===== config.mk =====
export PLATFORM = sky130hd
export DESIGN_NAME = regfile_writeback_flat
export DESIGN_NICKNAME = d
export VERILOG_FILES = /design/src/rtl/regfile_writeback_if.sv /design/src/rtl/regfile_writeback.sv /design/src/flat_wrapper.sv
export SDC_FILE = /design/constraint.sdc
export NUM_CORES = 1
export LEC_CHECK = 0
export ABC_AREA = 1
export BUFFER_PORTS_ARGS = -buffer_cell sky130_fd_sc_hd__buf_2
export CAP_MARGIN = 20
export CORE_MARGIN = 4
export CORE_UTILIZATION = 40
export CTS_CLUSTER_DIAMETER = 120
export CTS_CLUSTER_SIZE = 24
export DETAILED_ROUTE_END_ITERATION = 10
export PLACE_DENSITY = 0.73
export SYNTH_ARGS = -nofsm -noshare
export SYNTH_HDL_FRONTEND = slang
export SYNTH_SLANG_ARGS = --single-unit

===== constraint.sdc =====
create_clock -name clk -period 2.1 [get_ports clk]
set_input_delay 0.21 -clock clk [delete_from_list [all_inputs] [get_ports clk]]
set_output_delay 0.21 -clock clk [all_outputs]
set_load 0.005 [all_outputs]

===== src/rtl/regfile_writeback_if.sv =====
// regfile_writeback_if: bundles the execute, memory and register-file-side
// signals of the writeback sequencer. The master modport is the side that
// drives requests and beats. The slave modport is the sequencer itself.
interface regfile_writeback_if;
  logic        i_alu_valid;
  logic [3:0]  i_alu_addr;
  logic [31:0] i_alu_data;
  logic        i_ldm_start;
  logic [15:0] i_ldm_list;
  logic [3:0]  i_ldm_base;
  logic [31:0] i_ldm_base_val;
  logic        i_ldm_wb;
  logic        i_mem_valid;
  logic [31:0] i_mem_data;
  logic        o_mem_ready;
  logic [31:0] o_rd;
  logic [3:0]  o_addr_rd;
  logic        o_rd_wr_en;
  logic        o_branch_en;
  logic [31:0] o_branch_target;
  logic        o_stall;
  logic        o_busy;

  modport master (
    output i_alu_valid, i_alu_addr, i_alu_data,
    output i_ldm_start, i_ldm_list, i_ldm_base, i_ldm_base_val, i_ldm_wb,
    output i_mem_valid, i_mem_data,
    input  o_mem_ready, o_rd, o_addr_rd, o_rd_wr_en,
    input  o_branch_en, o_branch_target, o_stall, o_busy
  );

  modport slave (
    input  i_alu_valid, i_alu_addr, i_alu_data,
    input  i_ldm_start, i_ldm_list, i_ldm_base, i_ldm_base_val, i_ldm_wb,
    input  i_mem_valid, i_mem_data,
    output o_mem_ready, o_rd, o_addr_rd, o_rd_wr_en,
    output o_branch_en, o_branch_target, o_stall, o_busy
  );
endinterface


===== src/rtl/regfile_writeback.sv =====
// regfile_writeback: drives the single write port of the 16x32 register file.
// It merges ALU results and load-multiple sequences into at most one write per
// cycle, in ascending register order. It also performs the optional
// base-register writeback and holds off the pipeline while a sequence runs.
// Optional feature macro: REGWB_PC_BRANCH_EN. When it is defined, r15 writes
// become a branch pulse to fetch. When it is undefined, r15 writes are dropped.
module regfile_writeback (
  input logic                clk,
  input logic                rst,
  regfile_writeback_if.slave bus
);

  typedef enum logic [1:0] {IDLE, LOAD, BASE_WB} state_t;

  state_t      state;
  logic [15:0] list;
  logic [3:0]  base_idx;
  logic [31:0] base_val;
  logic        base_wb;

  logic        buf_valid;
  logic [3:0]  buf_addr;
  logic [31:0] buf_data;

  logic [31:0] rd_q;
  logic [3:0]  addr_q;
  logic        wr_en_q;

  logic [3:0]  low_idx;
  logic [15:0] list_rest;

  logic        wr_req;
  logic [3:0]  wr_addr;
  logic [31:0] wr_data;

  // Find the lowest register still pending in the latched list, and the list
  // that remains once that register has been consumed.
  always_comb begin
    low_idx = 4'd0;
    for (int i = 15; i >= 0; i--) begin
      if (list[i]) low_idx = i[3:0];
    end
    list_rest = list & (list - 16'd1);
  end

  // Choose the one write for this cycle. In IDLE a held ALU result goes first.
  // In LOAD each accepted beat is written. In BASE_WB the base value is written.
  always_comb begin
    wr_req  = 1'b0;
    wr_addr = 4'd0;
    wr_data = 32'd0;
    case (state)
      IDLE: begin
        if (buf_valid) begin
          wr_req  = 1'b1;
          wr_addr = buf_addr;
          wr_data = buf_data;
        end else if (bus.i_alu_valid) begin
          wr_req  = 1'b1;
          wr_addr = bus.i_alu_addr;
          wr_data = bus.i_alu_data;
        end
      end
      LOAD: begin
        if (bus.i_mem_valid) begin
          wr_req  = 1'b1;
          wr_addr = low_idx;
          wr_data = bus.i_mem_data;
        end
      end
      BASE_WB: begin
        wr_req  = 1'b1;
        wr_addr = base_idx;
        wr_data = base_val;
      end
      default: ;
    endcase
  end

`ifdef REGWB_PC_BRANCH_EN
  logic        branch_en_q;
  logic [31:0] branch_target_q;
`endif

  // This block holds the sequencer state, the ALU holding buffer and the
  // registered write-port outputs. A write to r15 is turned away from the
  // register file.
  always_ff @(posedge clk or negedge rst) begin
    if (!rst) begin
      state     <= IDLE;
      list      <= 16'd0;
      base_idx  <= 4'd0;
      base_val  <= 32'd0;
      base_wb   <= 1'b0;
      buf_valid <= 1'b0;
      buf_addr  <= 4'd0;
      buf_data  <= 32'd0;
      rd_q      <= 32'd0;
      addr_q    <= 4'd0;
      wr_en_q   <= 1'b0;
`ifdef REGWB_PC_BRANCH_EN
      branch_en_q     <= 1'b0;
      branch_target_q <= 32'd0;
`endif
    end else begin
      wr_en_q <= 1'b0;
`ifdef REGWB_PC_BRANCH_EN
      branch_en_q <= 1'b0;
`endif
      if (wr_req) begin
        if (wr_addr == 4'd15) begin
`ifdef REGWB_PC_BRANCH_EN
          branch_en_q     <= 1'b1;
          branch_target_q <= wr_data;
`endif
        end else begin
          wr_en_q <= 1'b1;
          addr_q  <= wr_addr;
          rd_q    <= wr_data;
        end
      end

      if (state == IDLE && buf_valid) begin
        buf_valid <= bus.i_alu_valid;
        buf_addr  <= bus.i_alu_addr;
        buf_data  <= bus.i_alu_data;
      end else if (state != IDLE && bus.i_alu_valid && !buf_valid) begin
        buf_valid <= 1'b1;
        buf_addr  <= bus.i_alu_addr;
        buf_data  <= bus.i_alu_data;
      end

      case (state)
        IDLE: begin
          if (bus.i_ldm_start) begin
            list     <= bus.i_ldm_list;
            base_idx <= bus.i_ldm_base;
            base_val <= bus.i_ldm_base_val;
            base_wb  <= bus.i_ldm_wb && !bus.i_ldm_list[bus.i_ldm_base];
            if (bus.i_ldm_list != 16'd0) state <= LOAD;
            else if (bus.i_ldm_wb)       state <= BASE_WB;
          end
        end
        LOAD: begin
          if (bus.i_mem_valid) begin
            list <= list_rest;
            if (list_rest == 16'd0) state <= base_wb ? BASE_WB : IDLE;
          end
        end
        BASE_WB: begin
          base_wb <= 1'b0;
          state   <= IDLE;
        end
        default: state <= IDLE;
      endcase
    end
  end

  assign bus.o_rd        = rd_q;
  assign bus.o_addr_rd   = addr_q;
  assign bus.o_rd_wr_en  = wr_en_q;
  assign bus.o_mem_ready = (state == LOAD);
  assign bus.o_busy      = (state != IDLE);
  assign bus.o_stall     = (state != IDLE) || buf_valid;
`ifdef REGWB_PC_BRANCH_EN
  assign bus.o_branch_en     = branch_en_q;
  assign bus.o_branch_target = branch_target_q;
`else
  assign bus.o_branch_en     = 1'b0;
  assign bus.o_branch_target = 32'd0;
`endif

endmodule


===== src/flat_wrapper.sv =====
// flat-port wrapper written by rule: the top's interface ports become plain ports
module regfile_writeback_flat 
  (clk, rst, bus_i_alu_valid, bus_i_alu_addr, bus_i_alu_data, bus_i_ldm_start, bus_i_ldm_list, bus_i_ldm_base, bus_i_ldm_base_val, bus_i_ldm_wb, bus_i_mem_valid, bus_i_mem_data, bus_o_mem_ready, bus_o_rd, bus_o_addr_rd, bus_o_rd_wr_en, bus_o_branch_en, bus_o_branch_target, bus_o_stall, bus_o_busy);
  regfile_writeback_if bus_i ();
  input logic clk;
  input logic rst;
  input wire logic [$bits(bus_i.i_alu_valid)-1:0] bus_i_alu_valid;
  input wire logic [$bits(bus_i.i_alu_addr)-1:0] bus_i_alu_addr;
  input wire logic [$bits(bus_i.i_alu_data)-1:0] bus_i_alu_data;
  input wire logic [$bits(bus_i.i_ldm_start)-1:0] bus_i_ldm_start;
  input wire logic [$bits(bus_i.i_ldm_list)-1:0] bus_i_ldm_list;
  input wire logic [$bits(bus_i.i_ldm_base)-1:0] bus_i_ldm_base;
  input wire logic [$bits(bus_i.i_ldm_base_val)-1:0] bus_i_ldm_base_val;
  input wire logic [$bits(bus_i.i_ldm_wb)-1:0] bus_i_ldm_wb;
  input wire logic [$bits(bus_i.i_mem_valid)-1:0] bus_i_mem_valid;
  input wire logic [$bits(bus_i.i_mem_data)-1:0] bus_i_mem_data;
  output wire logic [$bits(bus_i.o_mem_ready)-1:0] bus_o_mem_ready;
  output wire logic [$bits(bus_i.o_rd)-1:0] bus_o_rd;
  output wire logic [$bits(bus_i.o_addr_rd)-1:0] bus_o_addr_rd;
  output wire logic [$bits(bus_i.o_rd_wr_en)-1:0] bus_o_rd_wr_en;
  output wire logic [$bits(bus_i.o_branch_en)-1:0] bus_o_branch_en;
  output wire logic [$bits(bus_i.o_branch_target)-1:0] bus_o_branch_target;
  output wire logic [$bits(bus_i.o_stall)-1:0] bus_o_stall;
  output wire logic [$bits(bus_i.o_busy)-1:0] bus_o_busy;
  assign bus_i.i_alu_valid = bus_i_alu_valid;
  assign bus_i.i_alu_addr = bus_i_alu_addr;
  assign bus_i.i_alu_data = bus_i_alu_data;
  assign bus_i.i_ldm_start = bus_i_ldm_start;
  assign bus_i.i_ldm_list = bus_i_ldm_list;
  assign bus_i.i_ldm_base = bus_i_ldm_base;
  assign bus_i.i_ldm_base_val = bus_i_ldm_base_val;
  assign bus_i.i_ldm_wb = bus_i_ldm_wb;
  assign bus_i.i_mem_valid = bus_i_mem_valid;
  assign bus_i.i_mem_data = bus_i_mem_data;
  assign bus_o_mem_ready = bus_i.o_mem_ready;
  assign bus_o_rd = bus_i.o_rd;
  assign bus_o_addr_rd = bus_i.o_addr_rd;
  assign bus_o_rd_wr_en = bus_i.o_rd_wr_en;
  assign bus_o_branch_en = bus_i.o_branch_en;
  assign bus_o_branch_target = bus_i.o_branch_target;
  assign bus_o_stall = bus_i.o_stall;
  assign bus_o_busy = bus_i.o_busy;
  regfile_writeback u_core (.clk(clk), .rst(rst), .bus(bus_i));
endmodule

==> qor.csv <==
metric,value,unit
drcViolationCount,0,
num_io_pins,199,
netlist_top_cells_area,"dfrtp_1, nand2_1, a22oi_1",
power_frac_seq,32.4,%
critPathKind,flip-flop to flip-flop,
timing.setup.tns,0,ps
combPwrFrac,45.0,%
die_area,18700,sq um
cp-startpoint,u_core.list[2],
yosysWarningCount,0,
max_slew.worst_pin.slew,570.0,ps
wl_per_cell,16.53,um
cap_viol_max_count,0,
h-tree-depth,4,
layout-drive-gt1-share,28.05,%
hpwl,14.30,mm
antenna_found_initial,2,
wirelength,21.23,mm
synth_top_area_cell,dfrtp_1,
final_common_cell,nand2_1,
grt.total_usage,21.91,%
r2r_setup_slack,20,ps
synth.distinct_cells,41,
synth_edf_count,0,
start_util,41.30,%
synth_seq_cells,129,
area_delta_synth_final,35.85,%
netlist_instances,834,
postPlaceCellArea,7687,sq um
core,16060,sq um
n_fill_cell,1484,
multi_input_area,3034,sq um
intPower,8021,uW
drt_iter0_markers,537,
max-slew-margin-rel,61.77,%
port_buffers,165,
routabilityCongestion,0.9325,
swShare,40.46,%
finalHoldViolCount,0,
grt_overflow,0,
cp_data_required_time,2400,ps
layout_common_cells,"nand2_1, buf_2, dfrtp_1",
numCtsBuffers,17,
finalInstanceArea,9009,sq um
pwr-share-clk,22.6,%
rows,46,
grt_setup_unrepaired,true,
synthFlopType,dfrtp_1,
seq_area_frac_synth,48.68,%
clockBufferDepth,2,
cp-start-kind,flip-flop,
setup_viol,0,
syn_avg_cell_area,7.951,sq um
cts.clk_slew.worst_paths,50,ps
slew_violations,0,
end_kind,flip-flop,
viasPerCell,5.199,
die_w,136.8,um
die_h,136.8,um
r2r_end,u_core.state[0],
status,"finished, final reports clean",
power_density,1495,nW/um^2
grt_first_pass_wirelength,31.87,mm
fin_worst_skew,9.021,ps
vias,6675,
cts_tree,yes,
leakagePower,0.004811,uW
post-route-period-util,99.09,%
p_sw,5450,uW
endpoint,u_core.state[0],
grt_pass1_vias,6470,
cp_max_fo,5,
hold_path.class,input pin to flip-flop,
worstRegToRegCells,11,
reg2reg_from,u_core.list[2],
nNetsFinal,1179,
fin_crit,2081,ps
async_reset_ff_share,100.0,%
synth_top_area_share,48.68,%
drtPass1Iterations,6,
regArea,3229,sq um
antenna_left,0,
grt_max_degree,47,
irDropWorstVdd,0.9555,mV
cts-root-buf,clkbuf_16,
clock_sinks,129,
synth_area,6631,sq um
fmax,0.4806,GHz
critPathArrivalTime,2380,ps
insertion_delay,420,ps
==> state kept, by name, indices dropped and copies added, names as in the netlist <==
| signal | flops |
|---|---|
| u_core.buf_addr | 4 |
| u_core.bus.o_rd_wr_en | 1 |
| u_core.state | 2 |
| u_core.base_idx | 4 |
| u_core.bus.o_addr_rd | 4 |
| u_core.base_wb | 1 |
| u_core.buf_data | 32 |
| u_core.base_val | 32 |
| u_core.bus.o_rd | 32 |
| u_core.list | 16 |
| u_core.buf_valid | 1 |
==> how the worst min path moves through the flow <==
stage	startpoint	to	slack, ps	cells after the start
floorplan	rst	u_core.base_idx[0]	-90	0
global placement	rst	u_core.list[12]	140	1
detailed placement	rst	u_core.list[12]	140	1
CTS	bus_i_alu_addr[2]	u_core.buf_addr[2]	1	3
global route	bus_i_alu_data[29]	u_core.buf_data[29]	10	3
finish	bus_i_alu_data[28]	u_core.buf_data[28]	10	3
==> power by group through the flow <==
stage | Combinational (uW) | Clock, uW | Sequential, uW
floorplan | 3580 | 0 | 4180
global placement | 5140 | 0 | 4260
detailed placement | 5260 | 0 | 4300
CTS | 5360 | 3080 | 4270
global route | 6800 | 3190 | 4480
finish | 6070 | 3040 | 4370
==> worst max-delay path: stages, from the launching register on <==
cell and delay (ps):
dfrtp_1 410, nor2_2 170, nand2_2 130, o21ai_2 170, o21ai_1 100, nor4_2 340
buf_4 170, nand3_1 100, nand2_1 80, o211ai_1 130, nand2_1 90, o21ai_1 60
==> what timing repair did <==
action,in CTS,in global routing
resized for setup,3,53
setup endpoints to repair,2,39
cloned,0,6
pin swaps,1,7
hold endpoints to repair,71,0
buffers inserted,1,7
hold buffers,38,0
==> Yosys cell counts, types with 8 or more instances <==
cell / instances
nor2_1: 27
nand3_1: 44
a21oi_1: 11
inv_1: 51
clkbuf_1: 31
o22ai_1: 19
dfrtp_1: 129
o21ai_0: 45
buf_4: 33
a221o_1: 8
a22oi_1: 48
nand2_1: 328
==> per-stage QoR <==
stage / hold slack (ps) / setup WS, ps / utilization [%] / total power [uW] / cells
detailed placement: 139.5 / -25.54 / 47.87 / 9557 / 1198
finish: 13.81 / 19.10 / 56.10 / 13470 / 1284
global placement: 139.8 / 70.99 / 47.87 / 9399 / 1198
global route: 14.98 / -66.93 / 56.10 / 14470 / 1284
floorplan: -85.59 / 277.6 / - / 7756 / 866
CTS: 1.070 / 32.95 / 54.12 / 12710 / 1269
==> kinds of logic after synthesis <==
family	count (synthesis)	share of synthesized area [%]
simple gates	417	25.70
compound gates	153	15.34
buf+inv	132	9.924
flops	129	48.68
mux	2	0.3019
other cells	1	0.05655
==> layout make-up <==
class | count | share of cell area (%)
sequential | 129 | 35.85
tap | 216 | 3.000
timing repair buffer | 244 | 18.32
inverter | 56 | 2.361
antenna | 2 | 0.05556
clock buffer | 22 | 5.264
clock inverter | 10 | 1.472
multi-input combinational | 605 | 33.68
==> per-layer routing <==
layer / GRT usage (%) / up-vias / wire [um]
met5: 0 / - / 0
li1: - / 3149 / -
met4: 9.462 / 0 / 607
met1: 28.66 / 3146 / 8807
met3: 5.441 / 44 / 1788
met2: 34.58 / 336 / 10020
No activity file was read; power rests on OpenSTA's default activity.
